File: src/rtl/anode_capture_pkg.sv
// Shared definitions for the seven-segment anode loopback monitor.
package anode_capture_pkg;

  localparam int NUM_AN = 4;

  // Scan order is digit 3 first, digit 0 last.
  typedef enum logic [1:0] {
    WAIT3 = 2'd0,
    WAIT2 = 2'd1,
    WAIT1 = 2'd2,
    WAIT0 = 2'd3
  } cap_state_t;

  localparam logic [1:0] IDX0 = 2'd0;
  localparam logic [1:0] IDX1 = 2'd1;
  localparam logic [1:0] IDX2 = 2'd2;
  localparam logic [1:0] IDX3 = 2'd3;

  // Character codes carried on the shared bus.
  localparam logic [3:0] CH_ZERO  = 4'h0;
  localparam logic [3:0] CH_ONE   = 4'h1;
  localparam logic [3:0] CH_TWO   = 4'h2;
  localparam logic [3:0] CH_THREE = 4'h3;
  localparam logic [3:0] CH_FOUR  = 4'h4;
  localparam logic [3:0] CH_FIVE  = 4'h5;
  localparam logic [3:0] CH_SIX   = 4'h6;
  localparam logic [3:0] CH_SEVEN = 4'h7;
  localparam logic [3:0] CH_EIGHT = 4'h8;
  localparam logic [3:0] CH_NINE  = 4'h9;

  function automatic logic [1:0] expected_idx(input cap_state_t s);
    case (s)
      WAIT3:   return IDX3;
      WAIT2:   return IDX2;
      WAIT1:   return IDX1;
      default: return IDX0;
    endcase
  endfunction

  function automatic cap_state_t next_wait(input cap_state_t s);
    case (s)
      WAIT3:   return WAIT2;
      WAIT2:   return WAIT1;
      WAIT1:   return WAIT0;
      default: return WAIT3;
    endcase
  endfunction

  function automatic logic [7:0] sat_inc8(input logic [7:0] v);
    return (v == 8'hFF) ? v : v + 8'd1;
  endfunction

endpackage

File: src/rtl/anode_capture_run.sv
// Single run tracker: follows one lit anode and flags a clean, long-enough strobe.
module anode_run_detector
  import anode_capture_pkg::*;
#(
  parameter int MIN_ON = 1
) (
  input  logic        clk,
  input  logic        reset,
  input  logic [3:0]  an_q,
  input  logic [3:0]  char_q,
  output logic        accept,
  output logic [1:0]  acc_idx,
  output logic [3:0]  acc_char,
  output logic        multi
);

  localparam int LW = (MIN_ON < 2) ? 1 : $clog2(MIN_ON + 1);
  localparam logic [LW-1:0] LEN_MAX = LW'(MIN_ON);

  logic          run_act;
  logic          run_ok;
  logic [1:0]    run_idx;
  logic [3:0]    run_char;
  logic [LW-1:0] run_len;
  logic [2:0]    low_cnt;
  logic [1:0]    low_idx;
  logic          one_low;
  logic          run_end;

  // Count low strobes and remember which one is low.
  always_comb begin
    low_cnt = '0;
    low_idx = '0;
    for (int i = 0; i < NUM_AN; i++) begin
      if (!an_q[i]) begin
        low_cnt = low_cnt + 3'd1;
        low_idx = 2'(i);
      end
    end
  end

  assign multi    = (low_cnt > 3'd1);
  assign one_low  = (low_cnt == 3'd1);
  assign run_end  = run_act && an_q[run_idx];
  // A collision in the same sample suppresses the accept.
  assign accept   = run_end && run_ok && (run_len >= LEN_MAX) && !multi;
  assign acc_idx  = run_idx;
  assign acc_char = run_char;

  // Run state: start on a single low strobe, extend while held, drop on release or collision.
  always_ff @(posedge clk or negedge reset) begin
    if (!reset) begin
      run_act  <= 1'b0;
      run_ok   <= 1'b0;
      run_idx  <= '0;
      run_char <= '0;
      run_len  <= '0;
    end else if (multi) begin
      run_act <= 1'b0;
    end else if (run_act && !an_q[run_idx]) begin
      if (char_q != run_char) run_ok <= 1'b0;
      else if (run_len != LEN_MAX) run_len <= run_len + LW'(1);
    end else if (one_low) begin
      // Covers back-to-back strobes: old run ends and new one starts together.
      run_act  <= 1'b1;
      run_ok   <= 1'b1;
      run_idx  <= low_idx;
      run_char <= char_q;
      run_len  <= LW'(1);
    end else begin
      run_act <= 1'b0;
    end
  end

endmodule

File: src/rtl/anode_capture.sv
// Loopback monitor: rebuilds the four displayed characters from the anode/char bus.
module anode_capture
  import anode_capture_pkg::*;
#(
  parameter int MIN_ON  = 1,
  parameter int TIMEOUT = 64
) (
  input  logic       clk,
  input  logic       reset,
  input  logic       an0,
  input  logic       an1,
  input  logic       an2,
  input  logic       an3,
  input  logic [3:0] char,
  output logic [3:0] digit0,
  output logic [3:0] digit1,
  output logic [3:0] digit2,
  output logic [3:0] digit3,
  output logic       frame_valid,
  output logic       order_err,
  output logic       multi_err,
  output logic       timeout,
  output logic [7:0] err_cnt
);

  localparam int TW = $clog2(TIMEOUT + 1);
  localparam logic [TW-1:0] TMO_INIT = TW'(TIMEOUT);

  logic [3:0]    an_q;
  logic [3:0]    char_q;
  logic          accept;
  logic [1:0]    acc_idx;
  logic [3:0]    acc_char;
  logic          multi;
  cap_state_t    state_q, state_d;
  logic [3:0]    sh3, sh2, sh1;
  logic [TW-1:0] tmo_q;
  logic          tmo_fire;
  logic          sh_we, fr_we;
  logic          fv_d, oe_d, to_d;

  // Input register; every decision below works on the sampled bus.
  always_ff @(posedge clk or negedge reset) begin
    if (!reset) begin
      an_q   <= 4'b1111;
      char_q <= '0;
    end else begin
      an_q   <= {an3, an2, an1, an0};
      char_q <= char;
    end
  end

  anode_run_detector #(.MIN_ON(MIN_ON)) u_run (
    .clk      (clk),
    .reset    (reset),
    .an_q     (an_q),
    .char_q   (char_q),
    .accept   (accept),
    .acc_idx  (acc_idx),
    .acc_char (acc_char),
    .multi    (multi)
  );

  // Scan-order FSM: next state and event pulses.
  always_comb begin
    state_d  = state_q;
    sh_we    = 1'b0;
    fr_we    = 1'b0;
    fv_d     = 1'b0;
    oe_d     = 1'b0;
    to_d     = 1'b0;
    // An accept in the expiry cycle wins over the timeout.
    tmo_fire = (state_q != WAIT3) && (tmo_q == '0) && !accept;
    if (multi) begin
      state_d = WAIT3;
    end else if (accept) begin
      if (acc_idx == expected_idx(state_q)) begin
        if (state_q == WAIT0) begin
          fr_we   = 1'b1;
          fv_d    = 1'b1;
          state_d = WAIT3;
        end else begin
          sh_we   = 1'b1;
          state_d = next_wait(state_q);
        end
      end else begin
        oe_d = 1'b1;
        // A stray digit 3 is a valid frame start, so keep it.
        if (acc_idx == IDX3) begin
          sh_we   = 1'b1;
          state_d = WAIT2;
        end else begin
          state_d = WAIT3;
        end
      end
    end
    if (tmo_fire) begin
      to_d    = 1'b1;
      state_d = WAIT3;
    end
  end

  // State, shadow characters and published frame.
  always_ff @(posedge clk or negedge reset) begin
    if (!reset) begin
      state_q <= WAIT3;
      sh3     <= '0;
      sh2     <= '0;
      sh1     <= '0;
      digit0  <= '0;
      digit1  <= '0;
      digit2  <= '0;
      digit3  <= '0;
    end else begin
      state_q <= state_d;
      if (sh_we) begin
        case (acc_idx)
          IDX3:    sh3 <= acc_char;
          IDX2:    sh2 <= acc_char;
          IDX1:    sh1 <= acc_char;
          default: ;
        endcase
      end
      if (fr_we) begin
        digit3 <= sh3;
        digit2 <= sh2;
        digit1 <= sh1;
        digit0 <= acc_char;
      end
    end
  end

  // Inter-digit watchdog: parked at full value while idle in WAIT3.
  always_ff @(posedge clk or negedge reset) begin
    if (!reset) tmo_q <= TMO_INIT;
    else if (accept || state_q == WAIT3) tmo_q <= TMO_INIT;
    else if (tmo_q != '0) tmo_q <= tmo_q - TW'(1);
  end

  // One-cycle event pulses and saturating error tally (one count per cycle).
  always_ff @(posedge clk or negedge reset) begin
    if (!reset) begin
      frame_valid <= 1'b0;
      order_err   <= 1'b0;
      multi_err   <= 1'b0;
      timeout     <= 1'b0;
      err_cnt     <= '0;
    end else begin
      frame_valid <= fv_d;
      order_err   <= oe_d;
      multi_err   <= multi;
      timeout     <= to_d;
      if (oe_d || multi || to_d) err_cnt <= sat_inc8(err_cnt);
    end
  end

endmodule

File: config.mk
export PLATFORM = sky130hd
export DESIGN_NAME = anode_capture
export DESIGN_NICKNAME = d
export VERILOG_FILES = /design/src/rtl/anode_capture_pkg.sv /design/src/rtl/anode_capture_run.sv /design/src/rtl/anode_capture.sv
export SDC_FILE = /design/constraint.sdc
export NUM_CORES = 1
export LEC_CHECK = 0
export ABC_AREA = 1
export CELL_PAD_IN_SITES_DETAIL_PLACEMENT = 0
export CELL_PAD_IN_SITES_GLOBAL_PLACEMENT = 1
export CORE_MARGIN = 2
export CORE_UTILIZATION = 30
export CTS_BUF_LIST = sky130_fd_sc_hd__clkbuf_16
export DETAILED_ROUTE_END_ITERATION = 16
export PLACE_DENSITY = 0.69
export SYNTH_ARGS = -nofsm -noshare
export SYNTH_HDL_FRONTEND = slang
export SYNTH_SLANG_ARGS = --single-unit
File: constraint.sdc
create_clock -name clk -period 2.2 [get_ports clk]
set_input_delay 0.33 -clock clk [delete_from_list [all_inputs] [get_ports clk]]
set_output_delay 0.33 -clock clk [all_outputs]
set_load 0.01 [all_outputs]
After elaboration in Yosys (flattened, before gate mapping)
Index checks and enable logic that the tools add are counted.
W data, S select, Z words.
Word-level totals
  flip-flop bits (word level): 66
  latch bits: 0
  memory bits (writable): 0
  bits in read-only memories: 0
  input bits: 10
  output and inout bits: 28
  word-level logic and storage cells: 116
  memories: 0
Operators by class
  $add $sub $neg: 6
  multiply operators: 0
  divide/modulo/power cells: 0
  $lt $le $gt $ge: 3
  eq/ne operators: 13
  shift operators: 0
  muxes and demuxes: 43
  bitwise gates (word level): 3
  reductions and logical operators: 27
Operators with widths (number)
  $mux W1: 26
  $mux W2: 9
  $mux W7: 2
  $pmux W2 S3: 2
  $mux W3: 3
  $reduce_and A3 Y1: 3
  $add A8 B1 Y8 const B: 1
  $eq A2 B2 Y1 const B: 4
  $eq A8 B8 Y1 const B: 1
  $reduce_and A2 Y1: 4
  $logic_and A1 B1 Y1: 7
  $logic_not A7 Y1: 1
  $reduce_bool A7 Y1: 1
  $sub A7 B1 Y7 const B: 1
  $add A3 B1 Y3 const B: 2
  $ne A2 B2 Y1 const B: 3
  $reduce_bool A2 Y1: 3
  $eq A2 B1 Y1 const B: 2
  $ne A4 B4 Y1: 1
  $eq A3 B1 Y1 const B: 1
  $gt A3 B1 Y1 const B: 1
  $logic_not A1 Y1: 3
  $logic_or A1 B1 Y1: 3
  $lt A2 B3 Y1 const B: 1
  8 further kinds: 10

Longest topological paths before layout
  depth in word-level cells: 19
  mapped depth: 19
  depth with buffers taken out: 19

Cells and area by module
From an unflattened synthesis, not the netlist that was laid out.
Second synthesis, totals
  cell total of the unflattened synthesis: 374
  area, all modules: 3176.8 µm²
Modules (own cells, without submodules)
  anode_capture: times used 1, cells each 269, area an instance 2482.4 µm², seq. area each 1432.6 µm²
  anode_run_detector: times used 1, cells each 105, area an instance 694.4 µm², seq. area each 225.2 µm²

Worst setup path after synthesis
Ideal clock, no wire load.
  path kind: register to register
  start: register an_q[0]
  end: register digit3[0]
  library setup time: 0.119 ns
  data arrival time: 2.225 ns
  required time: 2.081 ns
  setup slack: -0.145 ns
  cell stages (with the launch flop): 16
  buffers on the path: 1
  clock period less this slack: 2.345 ns
  cell sequence: dfstp_2 inv_1 ha_1 inv_1 nand2_1 nand2_1 inv_1 ha_1 or2_1 nand2_2 nand2_4 nor2_4 nand3_2 buf_2 nand2_1 o21ai_2
Between the ends
  word-level cells in the longest chain between the ends: 12
  elaborated cells between the ends (all ways): 17
  classes of those cells: add/sub: 3; order compare: 1; mux: 8; reduce/logical: 5
RTL lines
  start: declaration: line anode_capture.sv:29  | logic [3:0] an_q;
  start signal: assignment: line anode_capture.sv:48  | an_q <= {an3, an2, an1, an0};
  $mux W1 (*): line anode_capture_run.sv:35  | if (!an_q[i]) begin
  $add A1 B1 Y2: line anode_capture_run.sv:36  | low_cnt = low_cnt + 3'd1;
  $mux W3 (*): line anode_capture_run.sv:35
  $add A3 B1 Y3: line anode_capture_run.sv:36
  $mux W3 (*): line anode_capture_run.sv:35
  $add A3 B1 Y3: line anode_capture_run.sv:36
  $mux W3 (*): line anode_capture_run.sv:35
  $gt A3 B1 Y1 (*): line anode_capture_run.sv:42  | assign multi = (low_cnt > 3'd1);
  via multi: line anode_capture.sv:34  | logic multi;
  $logic_not A1 Y1: line anode_capture_run.sv:46  | assign accept = run_end && run_ok && (run_len >= LEN_MAX) && !multi;
  $logic_and A1 B1 Y1: line anode_capture_run.sv:46
  $mux W1: line anode_capture.sv:76  | end else if (accept) begin
  $mux W1 (*): line anode_capture.sv:74  | if (multi) begin
  end signal: assignment: line anode_capture.sv:113  | digit3 <= '0;
  end signal: assignment: line anode_capture.sv:125  | digit3 <= sh3;
  end: declaration: line anode_capture.sv:18  | output logic [3:0] digit3,
Mark *: on every way through the listed nets, which the timed path passes. The rest lies on a longest branch. The select of a mux whose other input is x is not followed.
A chain may end at the register's enable or synchronous reset.

Final worst setup path
  start: register an_q[0]
  end: register u_run.run_idx[0], in the netlist u_run.acc_idx[0]
Between the ends
  word-level cells in the longest chain between the ends: 10
  elaborated cells between the ends (all ways): 16
  classes of those cells: add/sub: 3; order compare: 1; eq/ne: 1; mux: 6; bitwise: 2; reduce/logical: 3
RTL lines
  $mux W1 (*): line anode_capture_run.sv:35
  $add A1 B1 Y2: line anode_capture_run.sv:36
  $mux W3 (*): line anode_capture_run.sv:35
  $add A3 B1 Y3: line anode_capture_run.sv:36
  $mux W3 (*): line anode_capture_run.sv:35
  $add A3 B1 Y3: line anode_capture_run.sv:36
  $mux W3 (*): line anode_capture_run.sv:35
  $gt A3 B1 Y1 (*): line anode_capture_run.sv:42
  via multi: line anode_capture.sv:34
  $not A1 Y1 (no line) (*)
  $reduce_and A3 Y1 (no line) (*)
  end signal: assignment: line anode_capture_run.sv:67  | run_idx <= low_idx;
  end: declaration: line anode_capture_run.sv:22  | logic [1:0] run_idx;
Marks and branches as above.

==> summary.txt <==
Worst setup path
  • Crit Path Max Fanout: 7
  • Critical Path RT: 2410 ps
  • WS Path Type: reg -> reg
  • CP endpoint kind: register
  • Crit path launch: an_q[0]
  • Crit path DAT: 2580 ps
  • Startpoint types: register
  • Worst r2r path cells: 15
  • RR Startpoint: an_q[0]
  • RR Endpoint: u_run.acc_idx[0]
  • Worst reg2reg setup slack: -170 ps

Global routing
  • Vias in the first global route: 2511
  • First-pass GRT wire length: 11870 um
  • Largest net degree at the start of global routing: 67
  • GR Util All Layers: 13.20%
  • Initial antenna violation count: 0
  • Total gr overflow: 0

Place
  • RD Place Congestion: 0.7600
  • # port buffers: 37
  • Post-DP HPWL: 4544 um
  • Pre-CTS WS: -162.3 ps
  • Placed cell count: 546

Floorplan
  • Die Span Y: 106.3 um
  • I/O Pins: 38
  • Chip width: 106.3 um
  • Initial Util: 30.71%
  • Core ar.: 10230 sq um
  • Row cnt: 37
  • Die area: 11310 sq um

Power
  • VDD IR max: 591.4 uV
  • Sw Pwr: 0.001265 W
  • Leak Pwr: 2.207 nW
  • Sw frac: 30.48%
  • Clock share of power: 39.2%
  • Sequential Power Share: 38.7%
  • Cell Pwr Density: 908.6 nW/um^2
  • Comb pwr share: 22.1%
  • Int Power: 0.002886 W

Status
  • Failing checks: negative setup slack
  • Status: finished with violations

Logic synthesis
  • Synth warn: 0
  • Synth Cell Area: 3142 sq um
  • Cells after Synth: 356
  • Mean post-synth cell area: 8.825 sq um
  • Simple-gate share of the synthesized area: 28.36%
  • Synth Area in Compound Gates: 5.735%
  • Mux cell area share after synthesis: 0%
  • FF+latch count, synth: 66
  • Adder-cell share of the synthesized area: 4.381%
  • XOR/XNOR Fraction of Synth Area: 3.067%
  • Sequential area share after synthesis: 52.77%
  • Main combinational cell family by area after synthesis: simple AND/OR/NAND/NOR gates
  • Net count after synthesis: 377
  • Yosys top cell area share: 48.59%
  • Top area cells in the synthesized netlist: dfrtp_1, nand2_1, ha_1
  • Post-synth cell types: 31
  • Largest area contributor in the netlist: dfrtp_1

Routing
  • Post-route DRC: 0
  • Routed vias/inst: 4.379
  • First DRT Iteration DRCs: 68
  • Final wirelength: 6767 um
  • First-pass iteration count of the detailed router: 4
  • Vias: 2518
  • Wire length per cell: 11.77 um
  • ANT nets after route: 0

STA
  • Final setup fails: 48
  • Final Max Tran Viols: 0
  • Final period util: 107.6%
  • Setup ws final: -167.6 ps
  • Final hold vios: 0
  • Slew @ Worst Pin: 352.7 ps
  • Worst Clk Skew: 4.765 ps
  • Min Tclk post-route: 2368 ps
  • Slew headroom: 76.40%
  • RSZ-0062 raised after global routing: yes
  • Achievable Freq: 0.4224 GHz

Clock tree
  • CTS tree: yes
  • Clk root buf: clkbuf_16
  • # hold bufs at CTS: 0
  • Clock Path Buffers: 2
  • Number of CTS-inserted buffers: 9
  • CTS clock-pin slew for the worst setup and hold paths: 50 ps
  • Max H-tree Level: 3
  • Clock tree sinks: 66
  • Worst skew pair latency: 330 ps

Finish
  • Share of cells above drive strength 1: 30.75%
  • Synthesis-to-layout area growth: 45.44%
  • Nets: 455
  • Filler instances: 996
  • Antenna Diode Count: 0
  • Register area: 1658 sq um
  • Post-route insts no fill: 575
  • Area of the multi-input gates: 1534 sq um

Worst hold path
  • Worst hold-check path type: in -> async

Run
  • Max Cap Viol: 0
worst max path at each step:
stage | end | cells past startpoint
global route | u_run.acc_idx[0] | 15
floorplan | sh2[0] | 16
CTS | err_cnt[6] | 14
finish | u_run.acc_idx[0] | 15
global placement | err_cnt[2] | 16
detailed placement | sh2[1] | 16
synth_stat cells:
cell type  instances
inv_2              9
nand4_1            3
a21o_1             1
o21ai_2            4
buf_2              2
inv_1             31
o21ai_1            2
or2_2              1
nor2_2             1
xor2_1             7
nand3_2            2
nand3_1           24
o21ai_0           12
nor3_4             2
xnor2_1            4
nand2_2            6
buf_4              1
nor3_1             4
dfstp_2            5
a211oi_1           3
dfrtp_1           61
nor2_4             3
buf_6              1
a31oi_1            1
a21oi_2            1
a21oi_1            6
nand2_1          130
or2_1              1
nand2_4            5
ha_1              11
nor2_1            12
registers in the layout (all words and copies together) (netlist names):
name / flops
order_err: 1
u_run.acc_idx: 2
u_run.run_act: 1
sh3: 4
timeout: 1
digit1: 4
tmo_q: 7
frame_valid: 1
sh2: 4
state_q: 2
sh1: 4
an_q: 4
digit0: 4
digit3: 4
char_q: 4
u_run.run_len: 1
multi_err: 1
digit2: 4
u_run.acc_char: 4
u_run.run_ok: 1
err_cnt: 8
repair_timing:
action                                  CTS  global route
resized for setup                        10            66
buffers inserted                          7             5
endpoints found under the setup margin   54            57
pin swaps                                 5            20
gates cloned                              0             1
power by group through the flow:
stage	Sequential, W	Combinational, W	Clock [W]
after floorplan	0.00156	0.000547	0
after global placement	0.00162	0.000812	0
after detailed placement	0.00162	0.000820	0
after CTS	0.00160	0.000853	0.00167
after global routing	0.00164	0.00103	0.00173
final	0.00161	0.000918	0.00163
layout make-up:
| cell class | count | area share [%] |
|---|---|---|
| clock buffers | 9 | 4.929 |
| clock inverters | 7 | 2.547 |
| inverters | 40 | 3.560 |
| multi-input cells | 246 | 33.57 |
| flip-flops and latches | 66 | 36.28 |
| well taps | 136 | 3.724 |
| repair buffers | 71 | 15.39 |
cells by family (layout without fill, tap and decap cells):
family          Yosys count  in the layout
buf+inv                  44            127
fa+ha+maj                11             11
flops                    66             66
simple gates            194            194
xor+xnor                 11             11
compound gates           30             30
stage by stage:
step | setup TNS, ps | hold WS, ps | area, sq um | power (W) | util [%]
final | -5553 | 19.47 | 4569 | 0.004152 | 44.66
after detailed placement | -5793 | 377.9 | 3841 | 0.002440 | 37.54
after CTS | -6545 | 27.43 | 4273 | 0.004119 | 41.76
after floorplan | -436.4 | 34.41 | 3173 | 0.002109 | -
after global placement | -4367 | 375.3 | 3841 | 0.002429 | 37.54
after global routing | -12720 | 49.67 | 4569 | 0.004405 | 44.66
critical path, cell delays in order (launching register included):
cell	delay, ps
dfstp_2	530
inv_2	50
ha_4	270
inv_2	30
nand2_2	50
nand2_2	60
inv_2	60
ha_4	180
or2_1	210
nand2_2	90
nand2_4	90
buf_6	130
nor3_4	270
inv_4	100
nand2_2	70
o21ai_2	50
cell usage in the layout (no fill, tap or decap), drive strengths merged, types with 4 or more instances in the layout:
cell	count
a21oi	7
buf	34
clkbuf	10
clkdlybuf4s50	36
dfrtp	61
dfstp	5
ha	11
inv	41
nand2	141
nand3	26
nor2	16
nor3	6
o21ai	18
xnor2	4
xor2	7
metal layers:
layer	share of wire [%]	track usage, %	routed length, um	up-vias
met5	0	0	0	-
met4	1.6	5.169	108	0
met3	3.6	3.433	241	11
met2	47	21.15	3176	38
met1	48	17.03	3240	1191
li1	-	-	-	1278
(Power assumes the default switching activity.)
